File: config.mk
export PLATFORM = sky130hd
export DESIGN_NAME = apb_nslave_master_flat
export DESIGN_NICKNAME = d
export VERILOG_FILES = /design/src/rtl/apb_nslave_master_if.sv /design/src/rtl/apb_nslave_master.sv /design/src/flat_wrapper.sv
export SDC_FILE = /design/constraint.sdc
export NUM_CORES = 1
export LEC_CHECK = 0
export BUFFER_PORTS_ARGS = -buffer_cell sky130_fd_sc_hd__buf_2
export CAP_MARGIN = 20
export CORE_MARGIN = 2
export CORE_UTILIZATION = 30
export DETAILED_ROUTE_END_ITERATION = 8
export PLACE_DENSITY_LB_ADDON = 0.25
export SYNTH_ARGS = -nofsm -noshare
export SYNTH_HDL_FRONTEND = slang
export SYNTH_SLANG_ARGS = --single-unit
File: constraint.sdc
create_clock -name pclk -period 2.45 [get_ports pclk]
set_input_delay 0.49 -clock pclk [delete_from_list [all_inputs] [get_ports pclk]]
set_output_delay 0.49 -clock pclk [all_outputs]
set_load 0.005 [all_outputs]
File: src/rtl/apb_nslave_master_if.sv
// apb_nslave_master_if: APB bus between the bridge (master) and NUM_SLV slaves
interface apb_nslave_master_if #(
    parameter int ADDR_W  = 9,
    parameter int DATA_W  = 8,
    parameter int NUM_SLV = 2
);
    logic [NUM_SLV-1:0]        psel;
    logic                      penable;
    logic                      pwrite;
    logic [ADDR_W-1:0]         paddr;
    logic [DATA_W-1:0]         pwdata;
    logic [NUM_SLV*DATA_W-1:0] prdata;
    logic [NUM_SLV-1:0]        pready;
    logic [NUM_SLV-1:0]        pslverr;

    modport master (
        output psel, penable, pwrite, paddr, pwdata,
        input  prdata, pready, pslverr
    );

    modport slave (
        input  psel, penable, pwrite, paddr, pwdata,
        output prdata, pready, pslverr
    );
endinterface

File: src/rtl/apb_nslave_master.sv
// apb_nslave_master: parametrised APB master bridge decoding NUM_SLV slaves from the upper address bits.
// Optional ACCESS-phase watchdog enabled by defining APB_TIMEOUT_EN.
module apb_nslave_master #(
    parameter int ADDR_W  = 9,
    parameter int DATA_W  = 8,
    parameter int NUM_SLV = 2,
    parameter int TMO_CYC = 16
) (
    input  logic                pclk,
    input  logic                preset,
    input  logic                transfer,
    input  logic                READ_WRITE,
    input  logic [ADDR_W-1:0]   apb_read_paddr,
    input  logic [ADDR_W-1:0]   apb_write_paddr,
    input  logic [DATA_W-1:0]   apb_write_data,
    output logic                cmd_ready,
    output logic                xfer_done,
    output logic                xfer_err,
    output logic [DATA_W-1:0]   apb_read_data_out,
    apb_nslave_master_if.master apb
);
    localparam int SEL_W = NUM_SLV > 1 ? $clog2(NUM_SLV) : 1;

    typedef enum logic [1:0] {IDLE, SETUP, ACCESS, DERR} state_t;

    state_t            state, state_nx;
    logic [SEL_W-1:0]  sel;
    logic [ADDR_W-1:0] cmd_addr;
    logic [DATA_W-1:0] rdata;
    logic              rdy, slv_err, cmd_ok, accept, acc_ok, tmo, fin;

    if (NUM_SLV < 1 || NUM_SLV > 16 || TMO_CYC < 1) begin : g_bad_cfg
        $error("apb_nslave_master: NUM_SLV must be 1..16 and TMO_CYC >= 1");
    end

    assign sel      = apb.paddr[ADDR_W-1 -: SEL_W];
    assign cmd_addr = READ_WRITE ? apb_read_paddr : apb_write_paddr;
    assign cmd_ok   = int'(cmd_addr[ADDR_W-1 -: SEL_W]) < NUM_SLV;

    // Slave mux: an out-of-range sel matches no slave, so its ready/err/data read as 0
    always_comb begin
        rdy      = 1'b0;
        slv_err  = 1'b0;
        rdata    = '0;
        apb.psel = '0;
        for (int i = 0; i < NUM_SLV; i++)
            if (sel == SEL_W'(i)) begin
                rdy         = apb.pready[i];
                slv_err     = apb.pslverr[i];
                rdata       = apb.prdata[i*DATA_W +: DATA_W];
                apb.psel[i] = state == SETUP || state == ACCESS;
            end
    end

    assign apb.penable = state == ACCESS;
    assign acc_ok      = state == ACCESS && rdy;
    assign cmd_ready   = !preset && (state == IDLE || acc_ok);
    assign accept      = cmd_ready && transfer;
    assign fin         = acc_ok || tmo || state == DERR;

`ifdef APB_TIMEOUT_EN
    localparam int CNT_W = $clog2(TMO_CYC + 1);

    logic [CNT_W-1:0] tmo_cnt;

    always_ff @(posedge pclk or posedge preset)
        if (preset) tmo_cnt <= '0;
        else if (state == SETUP) tmo_cnt <= '0;
        else if (state == ACCESS) tmo_cnt <= tmo_cnt + CNT_W'(1);

    // Fires in the TMO_CYC-th ACCESS cycle still lacking pready
    assign tmo = state == ACCESS && !rdy && tmo_cnt == CNT_W'(TMO_CYC - 1);
`else
    assign tmo = 1'b0;
`endif

    always_ff @(posedge pclk or posedge preset)
        if (preset) state <= IDLE;
        else state <= state_nx;

    always_comb begin
        state_nx = state;
        if (accept) state_nx = cmd_ok ? SETUP : DERR;
        else if (state == SETUP) state_nx = ACCESS;
        else if (state == DERR || acc_ok || tmo) state_nx = IDLE;
    end

    // Decode errors and timeouts complete as failed reads returning zero
    always_ff @(posedge pclk or posedge preset)
        if (preset) begin
            apb.paddr         <= '0;
            apb.pwrite        <= 1'b0;
            apb.pwdata        <= '0;
            xfer_done         <= 1'b0;
            xfer_err          <= 1'b0;
            apb_read_data_out <= '0;
        end else begin
            xfer_done <= fin;
            xfer_err  <= (acc_ok && slv_err) || tmo || state == DERR;
            if (fin && !apb.pwrite) apb_read_data_out <= acc_ok ? rdata : '0;
            if (accept) begin
                apb.paddr  <= cmd_addr;
                apb.pwrite <= !READ_WRITE;
                apb.pwdata <= READ_WRITE ? '0 : apb_write_data;
            end
        end
endmodule
File: src/flat_wrapper.sv
// flat-port wrapper written by rule: the top's interface ports become plain ports
module apb_nslave_master_flat 
#(
    parameter int ADDR_W  = 9,
    parameter int DATA_W  = 8,
    parameter int NUM_SLV = 2,
    parameter int TMO_CYC = 16
)
  (pclk, preset, transfer, READ_WRITE, apb_read_paddr, apb_write_paddr, apb_write_data, cmd_ready, xfer_done, xfer_err, apb_read_data_out, apb_psel, apb_penable, apb_pwrite, apb_paddr, apb_pwdata, apb_prdata, apb_pready, apb_pslverr);
  apb_nslave_master_if #(.ADDR_W(ADDR_W), .DATA_W(DATA_W), .NUM_SLV(NUM_SLV)) apb_i ();
  input  logic pclk;
  input  logic preset;
  input  logic transfer;
  input  logic READ_WRITE;
  input  logic [ADDR_W-1:0] apb_read_paddr;
  input  logic [ADDR_W-1:0] apb_write_paddr;
  input  logic [DATA_W-1:0] apb_write_data;
  output logic cmd_ready;
  output logic xfer_done;
  output logic xfer_err;
  output logic [DATA_W-1:0] apb_read_data_out;
  output wire logic [$bits(apb_i.psel)-1:0] apb_psel;
  output wire logic [$bits(apb_i.penable)-1:0] apb_penable;
  output wire logic [$bits(apb_i.pwrite)-1:0] apb_pwrite;
  output wire logic [$bits(apb_i.paddr)-1:0] apb_paddr;
  output wire logic [$bits(apb_i.pwdata)-1:0] apb_pwdata;
  input wire logic [$bits(apb_i.prdata)-1:0] apb_prdata;
  input wire logic [$bits(apb_i.pready)-1:0] apb_pready;
  input wire logic [$bits(apb_i.pslverr)-1:0] apb_pslverr;
  assign apb_psel = apb_i.psel;
  assign apb_penable = apb_i.penable;
  assign apb_pwrite = apb_i.pwrite;
  assign apb_paddr = apb_i.paddr;
  assign apb_pwdata = apb_i.pwdata;
  assign apb_i.prdata = apb_prdata;
  assign apb_i.pready = apb_pready;
  assign apb_i.pslverr = apb_pslverr;
  apb_nslave_master #(.ADDR_W(ADDR_W), .DATA_W(DATA_W), .NUM_SLV(NUM_SLV), .TMO_CYC(TMO_CYC)) u_core (.pclk(pclk), .preset(preset), .transfer(transfer), .READ_WRITE(READ_WRITE), .apb_read_paddr(apb_read_paddr), .apb_write_paddr(apb_write_paddr), .apb_write_data(apb_write_data), .cmd_ready(cmd_ready), .xfer_done(xfer_done), .xfer_err(xfer_err), .apb_read_data_out(apb_read_data_out), .apb(apb_i));
endmodule
==> run_results.csv, run 1 <==
group,metric,value,unit
setup_path,r2r_end,"u_core.apb.paddr[2]",
grt,grt_max_degree,31,
cts,cts-root-buf,"clkbuf_8",
sta,skew,0.00258,ns
route,firstDrtPassIters,4,
floorplan,die_w,79.6,um
synthesis,synth_top_area_share,0.438,
finish,final_util,0.414,
floorplan,core-area,5510,sq um
grt,grt_pass1_vias,1376,
synthesis,yosysTopAreaCell,"dfrtp_1",
setup_path,cp.arrival,1.60,ns
finish,seq_area,751,sq um
sta,timing.slew.headroom,0.586,
setup_path,critPathTopFamily,"buffers and inverters",
sta,maxSlewViolCount,0,
run_status,outcome,"completed",
route,drc,0,
synthesis,synth_cell_types,21,
floorplan,ios,82,
placement,dpl_cell_area,2170,sq um
finish,nFillCells,547,
synthesis,ys_seq_area_frac,0.438,
cts,postCtsHoldBufs,0,
cts,cts_buffer_depth,2,
power,power,2.55,mW
power,p_per_area,1120,nW/um^2
cts,cts_buffers,5,
finish,final_cells,296,
sta,period_needed,2.09,ns
power,irDropWorstVdd,450,uV
job,max_cap_violations,0,
grt,antenna_found_initial,0,
setup_path,slowest_delay,0.41,ns
grt,overflow,0,
cts,postCtsResizedCells,0,
setup_path,worstPathRequired,1.96,ns
grt,grt_pass1_wl,6.45,mm
floorplan,start_util,0.311,
placement,place_ws,0.514,ns
hold_path,hold_path_class,"in2async",
placement,hpwl,2.94,mm
placement,dp_cells,288,
finish,nets,277,
cts,clk_latency,0.28,ns
floorplan,die_y,79.6,um
synthesis,synthTopCellsByCount,"30 x dfrtp_1, 18 x mux2_4, 11 x a21oi_1, 11 x mux2i_1",
synthesis,syn_nets,196,
route,vias,1331,
placement,gp_congestion,0.687,
finish,area_delta_synth_final,33.0,%
floorplan,core.rowCount,27,
cts,clk_pin_slew,0.06,ns
sta,grt_setup_unrepaired,"false",
sta,setup_violations,0,
synthesis,syn_inst,142,
synthesis,synth_ff_type,"dfrtp_1",
sta,fin_ws,0.363,ns
setup_path,cp_num_buf_inv,3,
setup_path,critPathLaunchType,"flop",
route,vias_per_cell,4.50,
setup_path,r2r_cells,4,
sta,tightest_slew,0.603,ns
route,drt-total-wl,3.85,mm
setup_path,slowest_stage,"dfrtp_1",
setup_path,crit_path_max_fanout,8,
synthesis,yosysMostFrequentCell,"dfrtp_1",
setup_path,path_cells,"inv_1 -> ha_1 -> buf_4 -> a21oi_1 -> nor2_1 -> buf_2",
floorplan,die_area,6330,sq um
sta,hold_viol_final,0,
setup_path,setup.worst_path.class,"reg2out",
finish,drive_gt1_frac,0.531,
synthesis,ys_top_cells_by_area,"dfrtp_1 44%, mux2_4 16%, mux2i_1 6.4%",
synthesis,synth_edf_count,0,
synthesis,avgSynthCellArea,12.1,sq um
cts,cts_tree,"done",
setup_path,crit_path_end_kind,"output pin",
finish,multi_input_area,871,sq um
route,postRouteAntennaNets,0,
setup_path,r2r-start,"u_core.apb.paddr[8]",
route,drtIter0Drc,25,
synthesis,synth-seq-cells,30,
synthesis,async_flop_share,1.00,
placement,numPortBuffers,81,
power,p_leak,1.17,nW
sta,min_period_over_period,0.852,
sta,whs,0.332,ns
synthesis,yosys_warnings,0,
cts,post_cts_buffers,0,
sta,max_freq,479,MHz
cts,cts_max_level,2,
finish,fin_area,2280,sq um
synthesis,syn_area,1710,sq um
sta,tns,0,ns
setup_path,r2r_slack,0.51,ns
cts,clock-sinks,30,
route,wire_per_inst,13.0,um
grt,track_usage,0.133,
finish,antenna_cells,0,
## cell usage in the layout, fill, tap and decap left out, drive strengths merged, types with 4 or more instances in the layout
master	Yosys	final
buf	5	85
dfrtp	30	30
mux2	27	27
mux2i	11	11
a21oi	11	11
nor2b	9	9
a211o	9	9
nor4	8	8
nand2b	8	8
inv	7	7
clkbuf	6	7
ha	4	4
## worst max-delay path by stage
stage | cells past startpoint | slack [ns] | start | to
5_1_grt | 6 | 0.23 | u_core.state[0] | cmd_ready
6_report | 6 | 0.36 | u_core.state[0] | cmd_ready
4_1_cts | 4 | 0.34 | u_core.apb.paddr[8] | cmd_ready
3_5_place_dp | 4 | 0.51 | u_core.apb.paddr[8] | u_core.apb.pwdata[4]
3_3_place_gp | 4 | 0.55 | u_core.apb.paddr[8] | u_core.apb.paddr[3]
2_1_floorplan | 4 | 0.39 | preset | u_core.apb.paddr[0]
## flip-flops by register name, summed over array words and instances (netlist names)
name and cells:
u_core.apb.paddr 9, u_core.apb.pwdata 8, u_core.apb.pwrite 1, u_core.apb_read_data_out 8, u_core.state 2, u_core.xfer_done 1
u_core.xfer_err 1
## metal layers
metal	vias to the layer above	GRT usage	share of wire
li1	666	-	-
met1	601	0.167	0.44
met2	60	0.216	0.45
met3	4	0.0486	0.097
met4	0	0.0362	0.0099
met5	-	0	0
## worst register-to-register path, cell delays in order (launching register included)
cell and delay (ns):
dfrtp_1 0.57, mux2_4 0.41, a41o_1 0.26, buf_4 0.24, mux2_4 0.35
## area by class of cell
type / instances / area share
clock inverter: 1 / 0.0132
multi-input combinational: 94 / 0.382
clock buffer: 7 / 0.0335
timing repair buffer: 85 / 0.191
tap: 72 / 0.0395
sequential: 30 / 0.329
inverter: 7 / 0.0115
## power breakdown
| group | internal, mW | leakage (nW) | switching, mW | total [mW] |
|---|---|---|---|---|
| registers | 0.720 | 0.352 | 0.190 | 0.909 |
| logic | 0.678 | 0.768 | 0.485 | 1.16 |
| clock network | 0.304 | 0.0524 | 0.173 | 0.477 |
| total | 1.70 | 1.17 | 0.848 | 2.55 |
## cell families (layout without fill, tap and decap cells)
logic type               count (synthesis)  in the layout  share of synthesized area
AND/OR/NAND/NOR                         29             29                      0.104
multiplexers                            38             38                      0.281
flip-flops                              30             30                      0.438
buffers and inverters                   18            100                     0.0540
AO/OA/AOI/OAI                           23             23                     0.0934
adder cells (fa/ha/maj)                  4              4                     0.0292
Note: power is estimated with default switching activity, not from simulation.
==> inputs of run 2 (changes only) <==
--- a/config.mk
+++ b/config.mk
@@ -5,12 +5,15 @@
 export SDC_FILE = /design/constraint.sdc
 export NUM_CORES = 1
 export LEC_CHECK = 0
+export ABC_AREA = 1
 export BUFFER_PORTS_ARGS = -buffer_cell sky130_fd_sc_hd__buf_2
 export CAP_MARGIN = 20
 export CORE_MARGIN = 2
 export CORE_UTILIZATION = 30
 export DETAILED_ROUTE_END_ITERATION = 8
+export GPL_TIMING_DRIVEN = 0
 export PLACE_DENSITY_LB_ADDON = 0.25
+export REMOVE_ABC_BUFFERS = 1
 export SYNTH_ARGS = -nofsm -noshare
 export SYNTH_HDL_FRONTEND = slang
 export SYNTH_SLANG_ARGS = --single-unit
==> run 2 against run 1 <==
Global-route usage grew 0.68 points. Critical endpoint unchanged. Clock skew grew 0.0054 ns. Largest cell class is now sequential cells. Worst setup slack lost 0.040 ns. Utilization grew 0.30 points. Clock power shrank 18%.
==> run_results.csv, run 2 <==
group,metric,value,unit
setup_path,critPathTopFamily,"flip-flops",
cts,clock-sinks,30,
sta,min_period_over_period,0.868,
setup_path,worstPathRequired,1.96,ns
route,vias,1608,
synthesis,synthTopCellsByCount,"110 x nand2_1, 30 x dfrtp_1, 21 x inv_1",
cts,cts-root-buf,"clkbuf_8",
synthesis,synth_cell_types,21,
route,drtIter0Drc,53,
cts,cts_buffers,5,
synthesis,yosysMostFrequentCell,"nand2_1",
route,drc,0,
finish,layout_common_cells,"110 x nand2_1, 81 x buf_2, 30 x dfrtp_1",
floorplan,core.rowCount,26,
finish,reg_top3,"u_core.apb.paddr x9, u_core.apb.pwdata x8, u_core.apb_read_data_out x8",
synthesis,syn_inst,222,
setup_path,r2r_slack,0.40,ns
sta,grt_setup_unrepaired,"false",
route,firstDrtPassIters,4,
floorplan,die_area,6040,sq um
route,drt-total-wl,4.03,mm
sta,whs,0.0892,ns
setup_path,r2r_cells,7,
synthesis,yosysTopAreaCell,"dfrtp_1",
grt,grt_max_degree,47,
sta,skew,0.00803,ns
power,p_per_area,1030,nW/um^2
floorplan,ios,82,
synthesis,ys_top_cells_by_area,"dfrtp_1 46%, nand2_1 25%, nand4_1 6.9%",
setup_path,cp.arrival,1.64,ns
sta,max_freq,470,MHz
hold_path,hold_path_class,"in2async",
cts,cts_tree,"done",
synthesis,synth_top_area_share,0.461,
grt,antenna_found_initial,0,
synthesis,syn_area,1630,sq um
cts,cts_buffer_depth,2,
cts,clk_pin_slew,0.06,ns
sta,timing.slew.headroom,0.638,
setup_path,r2r-start,"u_core.apb.paddr[8]",
sta,period_needed,2.13,ns
finish,largest_reg_flops,9,
synthesis,synth_edf_count,0,
finish,drive_gt1_frac,0.314,
cts,cts_max_level,2,
cts,postCtsResizedCells,0,
synthesis,ys_seq_area_frac,0.461,
route,highest_layer,"met4",
setup_path,path_cells,"inv_2 -> nand2_2 -> nand3_4 -> a21oi_1 -> buf_2",
sta,tns,0,ns
floorplan,core-area,5170,sq um
sta,setup_violations,0,
cts,post_cts_buffers,0,
placement,dpl_cell_area,2070,sq um
job,max_cap_violations,0,
route,postRouteAntennaNets,0,
setup_path,slowest_delay,0.68,ns
synthesis,yosys_warnings,0,
route,met3_length,376,um
finish,nets,354,
placement,gp_congestion,0.718,
setup_path,crit_path_end_kind,"output pin",
finish,fin_area,2160,sq um
run_status,outcome,"completed",
sta,maxSlewViolCount,0,
finish,area_delta_synth_final,32.4,%
finish,antenna_cells,0,
placement,numPortBuffers,81,
route,vias_per_cell,4.36,
route,wire_per_inst,10.9,um
route,wl_met1,1.87,mm
power,irDropWorstVdd,354,uV
sta,hold_viol_final,0,
power,p_leak,1.33,nW
placement,hpwl,2.90,mm
setup_path,setup.worst_path.class,"reg2out",
route,dr_wl_met2,1.74,mm
synthesis,avgSynthCellArea,7.34,sq um
setup_path,cp_num_buf_inv,2,
synthesis,synth-seq-cells,30,
setup_path,crit_path_max_fanout,15,
synthesis,synth_ff_type,"dfrtp_1",
cts,clk_latency,0.28,ns
floorplan,die_y,77.7,um
grt,track_usage,0.140,
setup_path,slowest_stage,"dfrtp_1",
setup_path,r2r_end,"u_core.apb.pwdata[5]",
grt,overflow,0,
floorplan,die_w,77.7,um
cts,postCtsHoldBufs,0,
floorplan,start_util,0.315,
sta,tightest_slew,0.544,ns
finish,largest_register,"u_core.apb.paddr",
synthesis,async_flop_share,1.00,
grt,grt_pass1_wl,6.89,mm
setup_path,critPathLaunchType,"flop",
grt,grt_pass1_vias,1533,
finish,final_common_cell,"nand2_1",
==> run 2: cell types whose count changed after synthesis, sizes merged, moves of 3 or more <==
cell    delta
nand2    +111
mux2      -27
nand4     +18
inv       +15
mux2i     -10
a211o      -9
nor2b      -9
nand2b     -8
nor2       +8
nor4       -8
buf        +5
clkbuf     -5
nand3      +3
==> run 2: power by group <==
| part | switching, mW | internal (mW) | total, mW | leakage [nW] |
|---|---|---|---|---|
| Sequential | 0.167 | 0.716 | 0.882 | 0.386 |
| Combinational | 0.548 | 0.393 | 0.941 | 0.903 |
| Clock | 0.174 | 0.216 | 0.390 | 0.0431 |
| Total | 0.888 | 1.32 | 2.21 | 1.33 |
==> run 2: metal layers <==
layer,vias up,global-route usage
met5,-,0
met4,0,0.0411
met3,5,0.0488
met2,69,0.226
met1,693,0.177
li1,841,-
==> run 2: worst max-delay path by stage <==
stage                   startpoint                   end  slack [ns]  cells past startpoint
2_1_floorplan               preset     u_core.apb.pwrite        0.24                      4
3_3_place_gp                preset   u_core.apb.paddr[2]       -0.64                      5
3_5_place_dp   u_core.apb.paddr[8]  u_core.apb.pwdata[5]        0.36                      7
4_1_cts        u_core.apb.paddr[8]             cmd_ready        0.29                      5
5_1_grt        u_core.apb.paddr[8]   u_core.apb.paddr[8]        0.11                      7
6_report       u_core.apb.paddr[8]             cmd_ready        0.32                      5
==> run 2: stage by stage <==
step	power [mW]	utilization	instances	setup WS [ns]
2_1_floorplan	1.41	-	211	0.240
3_3_place_gp	1.83	0.397	362	-0.642
3_5_place_dp	1.86	0.401	363	0.362
4_1_cts	2.26	0.417	369	0.286
5_1_grt	2.45	0.417	369	0.110
6_report	2.21	0.417	369	0.324
==> run 2: kinds of logic (layout without fill, tap and decap cells) <==
family          count (synthesis)  in the layout  synth area share
buf+inv                        34            111            0.0945
fa+ha+maj                       4              4            0.0307
compound gates                 11             11            0.0338
mux                             1              1           0.00614
flops                          30             30             0.461
simple gates                  142            142             0.374
==> run 2: layout make-up <==
| cell class | instances | area (sq um) |
|---|---|---|
| clock buffer | 6 | 82.6 |
| multi-input combinational | 158 | 724 |
| timing repair buffer | 82 | 425 |
| tap | 70 | 87.6 |
| fill | 533 | 3020 |
| inverter | 23 | 86.3 |
| sequential | 30 | 751 |
